[src/rtl/irda_sir_encoder.sv]
// SIR (IrDA 1.0) transmit encoder: UART-framed bytes, RZI pulse per 0 bit, timed by 16x baud tick.
// Optional `IRDA_SIR_FIXED_PULSE_EN: fixed PULSE_CLKS-wide pulses instead of PULSE_LEN baud ticks.
module irda_sir_encoder #(
    parameter int unsigned OVERSAMPLE  = 16,
    parameter int unsigned PULSE_START = 6,
    parameter int unsigned PULSE_LEN   = 3,
    parameter int unsigned PULSE_CLKS  = 77
) (
    input  logic       clk,
    input  logic       wb_rst_n,
    input  logic       sir_en,
    input  logic       sir_baud_tick,
    input  logic [7:0] tx_data,
    input  logic       tx_valid,
    output logic       tx_ready,
    output logic       sir_enc_o,
    output logic       tx_busy,
    output logic       frame_done
);

    localparam int unsigned CntW = (OVERSAMPLE > 2) ? $clog2(OVERSAMPLE) : 1;
    localparam logic [CntW-1:0] LastTick = CntW'(OVERSAMPLE - 1);

    if (OVERSAMPLE < 2 || PULSE_START < 1 || PULSE_LEN < 1 ||
        PULSE_START + PULSE_LEN > OVERSAMPLE || PULSE_CLKS < 1) begin : g_param_check
        $error("irda_sir_encoder: inconsistent pulse parameters");
    end

    typedef enum logic [1:0] {StIdle, StStart, StData, StStop} state_e;

    state_e          state_q, state_d;
    logic [CntW-1:0] tick_q, tick_d;
    logic [2:0]      bit_q, bit_d;
    logic [7:0]      shift_q, shift_d;
    logic            busy_q, busy_d;
    logic            done_q, done_d;
    logic            cur_bit;

    assign tx_ready   = wb_rst_n && sir_en && (state_q == StIdle);
    assign tx_busy    = busy_q;
    assign frame_done = done_q;

    // Level of the frame bit currently being sent; idle line reads as a 1 (no pulse).
    always_comb begin
        cur_bit = 1'b1;
        unique case (state_q)
            StStart: cur_bit = 1'b0;
            StData:  cur_bit = shift_q[0];
            default: cur_bit = 1'b1;
        endcase
    end

    always_comb begin
        state_d = state_q;
        tick_d  = tick_q;
        bit_d   = bit_q;
        shift_d = shift_q;
        busy_d  = busy_q;
        done_d  = 1'b0;
        if (!sir_en) begin
            // Abort: drop the frame silently, no frame_done.
            state_d = StIdle;
            tick_d  = '0;
            bit_d   = '0;
            shift_d = '0;
            busy_d  = 1'b0;
        end else if (state_q == StIdle) begin
            if (tx_valid) begin
                state_d = StStart;
                tick_d  = '0;
                bit_d   = '0;
                shift_d = tx_data;
                busy_d  = 1'b1;
            end
        end else if (sir_baud_tick) begin
            if (tick_q != LastTick) begin
                tick_d = tick_q + 1'b1;
            end else begin
                tick_d = '0;
                if (state_q == StStart) begin
                    state_d = StData;
                    bit_d   = '0;
                end else if (state_q == StData) begin
                    shift_d = {1'b0, shift_q[7:1]};
                    bit_d   = bit_q + 1'b1;
                    if (bit_q == 3'd7) begin
                        state_d = StStop;
                    end
                end else begin
                    state_d = StIdle;
                    busy_d  = 1'b0;
                    done_d  = 1'b1;
                end
            end
        end
    end

    always_ff @(posedge clk or negedge wb_rst_n) begin
        if (!wb_rst_n) begin
            state_q <= StIdle;
            tick_q  <= '0;
            bit_q   <= '0;
            shift_q <= '0;
            busy_q  <= 1'b0;
            done_q  <= 1'b0;
        end else begin
            state_q <= state_d;
            tick_q  <= tick_d;
            bit_q   <= bit_d;
            shift_q <= shift_d;
            busy_q  <= busy_d;
            done_q  <= done_d;
        end
    end

`ifdef IRDA_SIR_FIXED_PULSE_EN
    localparam int unsigned PulseW = $clog2(PULSE_CLKS + 1);

    logic [PulseW-1:0] pulse_q, pulse_d;

    // Load when a 0 bit's tick count is about to become PULSE_START.
    always_comb begin
        pulse_d = pulse_q;
        if (!sir_en) begin
            pulse_d = '0;
        end else if (sir_baud_tick && !cur_bit && (tick_q == CntW'(PULSE_START - 1))) begin
            pulse_d = PulseW'(PULSE_CLKS);
        end else if (pulse_q != '0) begin
            pulse_d = pulse_q - 1'b1;
        end
    end

    always_ff @(posedge clk or negedge wb_rst_n) begin
        if (!wb_rst_n) begin
            pulse_q <= '0;
        end else begin
            pulse_q <= pulse_d;
        end
    end

    assign sir_enc_o = (pulse_q != '0);
`else
    logic enc_q, enc_d;
    logic in_window;

    assign in_window = (tick_q >= CntW'(PULSE_START)) &&
                       (tick_q <= CntW'(PULSE_START + PULSE_LEN - 1));

    always_comb begin
        enc_d = sir_en && !cur_bit && in_window;
    end

    always_ff @(posedge clk or negedge wb_rst_n) begin
        if (!wb_rst_n) begin
            enc_q <= 1'b0;
        end else begin
            enc_q <= enc_d;
        end
    end

    assign sir_enc_o = enc_q;
`endif

endmodule

[config.mk]
export PLATFORM = sky130hd
export DESIGN_NAME = irda_sir_encoder
export DESIGN_NICKNAME = d
export VERILOG_FILES = /design/src/rtl/irda_sir_encoder.sv
export SDC_FILE = /design/constraint.sdc
export NUM_CORES = 1
export LEC_CHECK = 0
export ABC_AREA = 1
export BUFFER_PORTS_ARGS = -buffer_cell sky130_fd_sc_hd__buf_2
export CAP_MARGIN = 10
export CELL_PAD_IN_SITES_DETAIL_PLACEMENT = 2
export CELL_PAD_IN_SITES_GLOBAL_PLACEMENT = 2
export CORE_MARGIN = 5
export CORE_UTILIZATION = 35
export CTS_CLUSTER_SIZE = 12
export DETAILED_ROUTE_END_ITERATION = 8
export GPL_TIMING_DRIVEN = 0
export PLACE_DENSITY_LB_ADDON = 0.2
export REMOVE_ABC_BUFFERS = 1
export SYNTH_ARGS = -nofsm -noshare
export SYNTH_HDL_FRONTEND = slang
export SYNTH_SLANG_ARGS = --single-unit
[constraint.sdc]
create_clock -name clk -period 4.6 [get_ports clk]
set_clock_uncertainty 0.15 [all_clocks]
set_input_delay 0.23 -clock clk [delete_from_list [all_inputs] [get_ports clk]]
set_output_delay 0.23 -clock clk [all_outputs]
set_load 0.01 [all_outputs]
## Word-level counts from Yosys, hierarchy flattened

Index checks and enable logic that the tools add are counted.

| cells by class | value |
|---|---|
| equal/unequal tests | 12 |
| add/subtract/negate cells | 2 |
| reduce and logical (&&, ||, !) cells | 12 |
| mux-type cells | 41 |
| order comparisons | 2 |

Operator list:

| cell | count |
|---|---|
| 8-bit 2-to-1 mux | 7 |
| 3-bit 2-to-1 mux | 7 |
| 4-bit 2-to-1 mux | 5 |
| 2-bit 2-to-1 mux | 8 |
| 1-bit 2-to-1 mux | 13 |
| 3-bit inequality test (second input constant) | 4 |
| 5-bit AND reduction | 2 |
| 4-bit AND reduction | 2 |
| 3-bit by 1-bit inequality test with 1-bit output (second input constant) | 2 |
| 1-bit logical AND | 5 |
| 5-bit by 4-bit inequality test with 1-bit output (second input constant) | 1 |
| 4-bit by 1-bit adder with 4-bit output (second input constant) | 1 |
| 4-bit by 3-bit greater-or-equal comparator with 1-bit output (second input constant) | 1 |
| 4-bit less-or-equal comparator (second input constant) | 1 |
| 4-bit by 1-bit inequality test with 1-bit output (second input constant) | 1 |
| 4-bit inequality test (second input constant) | 1 |
| 3-bit by 1-bit adder with 3-bit output (second input constant) | 1 |
| 3-bit equality test (second input constant) | 1 |
| 2-bit by 1-bit equality test with 1-bit output (second input constant) | 1 |
| 2-bit equality test (second input constant) | 1 |
| 2-bit zero test | 1 |
| 1-bit one-hot mux with 2 select lines | 1 |
| 2-bit AND reduction | 1 |
| 1-bit zero test | 1 |

| word-level totals | value |
|---|---|
| register bits after elaboration | 20 |
| bits of input ports | 13 |
| logic and storage cells | 76 |

## Depth between registers and ports, before layout

| depth | value |
|---|---|
| word-level depth | 8 |
| gate-level depth with buffers | 9 |
| depth with buffers taken out | 8 |

## Worst setup path before layout

No wires, ideal clock.

| timing path | value |
|---|---|
| path type | reg2reg |
| from | register state_q[0] |
| to | register busy_q, in the netlist tx_busy |
| period minus slack after synthesis | 1.539 ns |
| path slack | 3.061 ns |
| data arrival time | 1.272 ns |
| setup time | 0.117 ns |
| cell stages (with the launch flop) | 10 |
| cell sequence | dfrtp_1 > inv_1 > ha_1 > nand2_1 > nor2_2 > a21oi_4 > buf_6 > nand2_1 > nand2_1 > nand2_1 |

| between the ends | value |
|---|---|
| longest elaborated chain between the ends | 3 |
| elaborated cells between the ends (all ways) | 11 |
| classes of those cells | eq/ne (7); mux (2); reduce/logical (2) |

RTL lines:

| what | line | source |
|---|---|---|
| from (decl) | 31 | `state_e state_q, state_d;` |
| from (signal assigned) | 100 | `state_q <= StIdle;` |
| from (signal assigned) | 107 | `state_q <= state_d;` |
| 2-bit equality test, or another cell as far along | 83 | `end else if (state_q == StData) begin` |
| 3-bit inequality test (no source line), or another cell as far along | -- |  |
| 5-bit AND reduction (no source line) / 1-bit 2-to-1 mux (equally long branches) | -- |  |
| to (signal assigned) | 111 | `busy_q <= busy_d;` |
| to (decl) | 35 | `logic busy_q, busy_d;` |

Parallel ways exist; a longest one is shown, timed or not.
A chain may end at the register's enable or synchronous reset.

## Worst setup path after layout

| timing path | value |
|---|---|
| from | register state_q[0] |
| to | register shift_q[2] |

| between the ends | value |
|---|---|
| longest elaborated chain between the ends | 3 |
| elaborated cells between the ends (all ways) | 11 |
| classes of those cells | eq/ne (7); mux (2); reduce/logical (2) |

RTL lines:

| what | line | source |
|---|---|---|
| 2-bit equality test, or another cell as far along | 83 |  |
| 3-bit by 1-bit inequality test with 1-bit output (no source line), or another cell as far along | -- |  |
| 5-bit AND reduction (no source line) / 8-bit 2-to-1 mux (equally long branches) | -- |  |
| to (signal assigned) | 110 | `shift_q <= shift_d;` |
| to (decl) | 34 | `logic [7:0] shift_q, shift_d;` |

Parallel ways exist; a longest one is shown, timed or not.

==> PnR_summary.wiki <==
{| class="wikitable"
! Metric !! Value
|-
| Global-route usage over all layers || between 10% and 20%
|-
| Inserted Clock Buffers || 3
|-
| TritonCTS clock tree || done
|-
| Vias in the first global route || around 1300
|-
| Congestion Overflow GR || 0
|-
| Ports || 17
|-
| Hold Buf Count CTS || 1
|-
| Area of the core region || 0.00358 mm2
|-
| Share of layout cells above drive strength 1 || 17.1%
|-
| Post-Syn Area || around 0.0013 mm2
|-
| CTS clk-pin slew, worst paths || between 100 and 150 ps
|-
| DR DRC count || 0
|-
| Crit-path slowest cell || nor2_4
|-
| Most used cell along the critical path || nand2_1
|-
| Final setup margin || between 2000 and 3000 ps
|-
| Delay-heaviest family, CP || simple AND/OR/NAND/NOR gates
|-
| Initial cell density of the core || a little over a third
|-
| Data required time at the worst endpoint || ~4700 ps
|-
| Height of the die || between 70 and 80 um
|-
| Final Setup Violations || 0
|-
| Number of buffers inserted by port buffering || 16
|-
| Portion of the clock cycle consumed by the worst path in the final layout || about 44%
|-
| Buffers & Inverters on Critical Path || 1
|-
| Final nets || around 210
|-
| Area Overhead vs Synth || 13.3%
|-
| First-pass GRT wire length || 6.18 mm
|-
| Routability congestion estimate || 0.733
|-
| Count of max-cap constraint violations || 0
|-
| Antenna-violating nets left || 0
|-
| Number of pins exceeding their max-slew limit in the final report || 0
|-
| Number of H-tree levels || 1
|-
| Status || completed
|-
| Number of hold violations in the final report || 0
|-
| Critical path startpoint category || flip-flop
|-
| ANT cells || 0
|-
| Peak supply drop || 0.231 mV
|-
| Kind of end point of the critical path || flip-flop
|-
| Share of synthesized area occupied by flip-flops and latches || a little under 40%
|-
| Clk_lat worst skew || around 310 ps
|-
| Fill cells || between 400 and 500
|-
| RSZ-0062 raised after global routing || no
|-
| Warning count from the yosys run || 0
|-
| Die width || between 70 and 80 um
|-
| Fmax achieved || about 0.50 GHz
|-
| Crit path cell chain || inv_1 -> ha_1 -> nor2_4 -> o21ai_2 -> nand2_4 -> nand2_1 -> nand2_1
|-
| Number of sinks handled by clock tree synthesis || 20
|-
| Largest buffer count on any clock path || 2
|-
| Type of the worst setup path || reg -> reg
|-
| Detailed-placement wirelength estimate || 2.73 mm
|-
| Post-placement worst setup slack || between 2000 and 3000 ps
|-
| Drt first-iter violations || 25
|-
| Buffers inserted during post-CTS setup optimization || 0
|-
| Relative slew margins || 65.6%
|-
| Critical path peak fanout || 17
|-
| Total power per unit cell area || between 500 and 600 mW/mm2
|-
| Number of antenna violations at the first check in global routing || 0
|-
| Post-route minimum period || a little over 2000 ps
|-
| Largest incremental delay on the critical path || between 400 and 500 ps
|-
| Data arrival time of the critical path || between 2000 and 2500 ps
|-
| DR WL/cell || approximately 15 um
|-
| Cts repair resizes || 0
|-
| Post-synthesis area per instance || 7.53 um2
|-
| Die Area || a little under 0.005 mm2
|-
| TritonRoute pass-1 iters || 4
|-
| Class of the most critical hold timing path || in -> reg
|-
| Number of instances in the synthesized netlist || between 150 and 200
|-
| Via count || 1168
|-
| Maximum number of pins on one net before global-route repair || 22
|-
| Worst slew pin tran || approximately 500 ps
|-
| Leakage power figure || 0.794 nW
|-
| Number of distinct library cell variants in the gate-level netlist after synthesis || 25
|-
| Synth Register Bits || 20
|-
| Via/cell ratio || roughly 5.0
|-
| Final WL || 3.57 mm
|-
| Setup TNS Final || 0 ps
|-
| Clock Tree Root || clkbuf_4
|-
| Placement Rows || 22
|}
[metrics by stage]
step / hold slack (ps) / area (um2) / utilization [%] / power, mW / std cells
5_1_grt: 102 / 1440 / 40.3 / 0.877 / 235
3_5_place_dp: 77.0 / 1380 / 38.5 / 0.658 / 230
2_1_floorplan: -216 / 1240 / - / 0.537 / 166
6_report: 101 / 1440 / 40.3 / 0.797 / 235
3_3_place_gp: 75.1 / 1380 / 38.5 / 0.627 / 230
4_1_cts: 96.1 / 1440 / 40.3 / 0.816 / 235
[final timing paths]
path                             from          to  slack, ps  cells after the start
min in group asynchronous    wb_rst_n   sir_enc_o        250                      2
max                        state_q[0]  shift_q[2]       2580                      7
max reg2reg                state_q[0]  shift_q[2]       2580                      7
min                        tx_data[3]  shift_q[3]        100                      5
min reg2reg                shift_q[6]  shift_q[6]        340                      2
max in group asynchronous    wb_rst_n  shift_q[6]       3720                      2
[worst register-to-register path: stages, from the launching register on]
cell and delay [ps]:
dfrtp_1 400, inv_1 70, ha_1 290, nor2_4 460, o21ai_2 270, nand2_4 190, nand2_1 70, nand2_1 70
[Yosys cell counts]
cell type | instances | area share [%]
nand3_1 | 18 | 7.1
nand4_1 | 4 | 2.0
nor4_2 | 1 | 0.98
nand3_2 | 1 | 0.79
o21ai_0 | 3 | 1.2
a21oi_1 | 1 | 0.39
a21oi_4 | 1 | 1.3
nand2_1 | 71 | 21
o21ai_1 | 1 | 0.39
nor3_1 | 2 | 0.79
nand3_4 | 1 | 1.4
nor2_2 | 1 | 0.49
nor2_1 | 6 | 1.8
buf_6 | 3 | 2.7
dfrtp_1 | 20 | 39
inv_4 | 1 | 0.49
nand3b_1 | 2 | 1.2
o211ai_1 | 1 | 0.59
o21ai_2 | 2 | 1.4
nand2_2 | 1 | 0.49
nor2_4 | 1 | 0.88
or2_2 | 1 | 0.49
nand2_4 | 1 | 0.88
inv_1 | 18 | 5.3
ha_1 | 7 | 6.9
[cell families after synthesis]
group | count (synthesis) | share of synthesized area [%]
AND/OR/NAND/NOR | 111 | 40.1
buffers and inverters | 22 | 8.46
flip-flops | 20 | 39.3
AO/OA/AOI/OAI | 9 | 5.21
adder cells (fa/ha/maj) | 7 | 6.88
[layer usage]
layer | track usage (%) | wire length, um
met1 | 17.5 | 1470
met4 | 7.45 | 53
met5 | 0 | 0
met3 | 2.73 | 100
met2 | 29.1 | 1940
[cells in the final DEF, fill, tap and decap left out, drive strengths merged]
cell type	n
o211ai	1
nand4	4
a21oi	2
inv	19
o21ai	6
clkbuf	3
buf	16
nor3	2
bufinv	1
dlygate4sd3	1
nor4	1
nand3b	2
nor2	8
nand2	73
or2	1
dfrtp	20
ha	7
nand3	20
[power breakdown]
group	switching, mW	internal [mW]	total, mW
combinational	0.272	0.116	0.387
sequential	0.0336	0.227	0.260
clock	0.0606	0.0881	0.149
[state kept, by name, summed over array words and instances, names as in the netlist]
name,count
bit_q,3
frame_done,1
shift_q,8
sir_enc_o,1
state_q,2
tick_q,4
tx_busy,1
[final cells by class]
| type | instances | area (um2) | area share (%) |
|---|---|---|---|
| Clock inverter | 1 | 30.0 | 2.08 |
| Inverter | 19 | 73.8 | 5.12 |
| Tap cell | 48 | 60.1 | 4.17 |
| Sequential cell | 20 | 500 | 34.7 |
| Clock buffer | 3 | 22.5 | 1.56 |
| Multi-Input combinational cell | 127 | 664 | 46.1 |
| Timing Repair Buffer | 17 | 90.1 | 6.25 |
(Power assumes the default switching activity.)
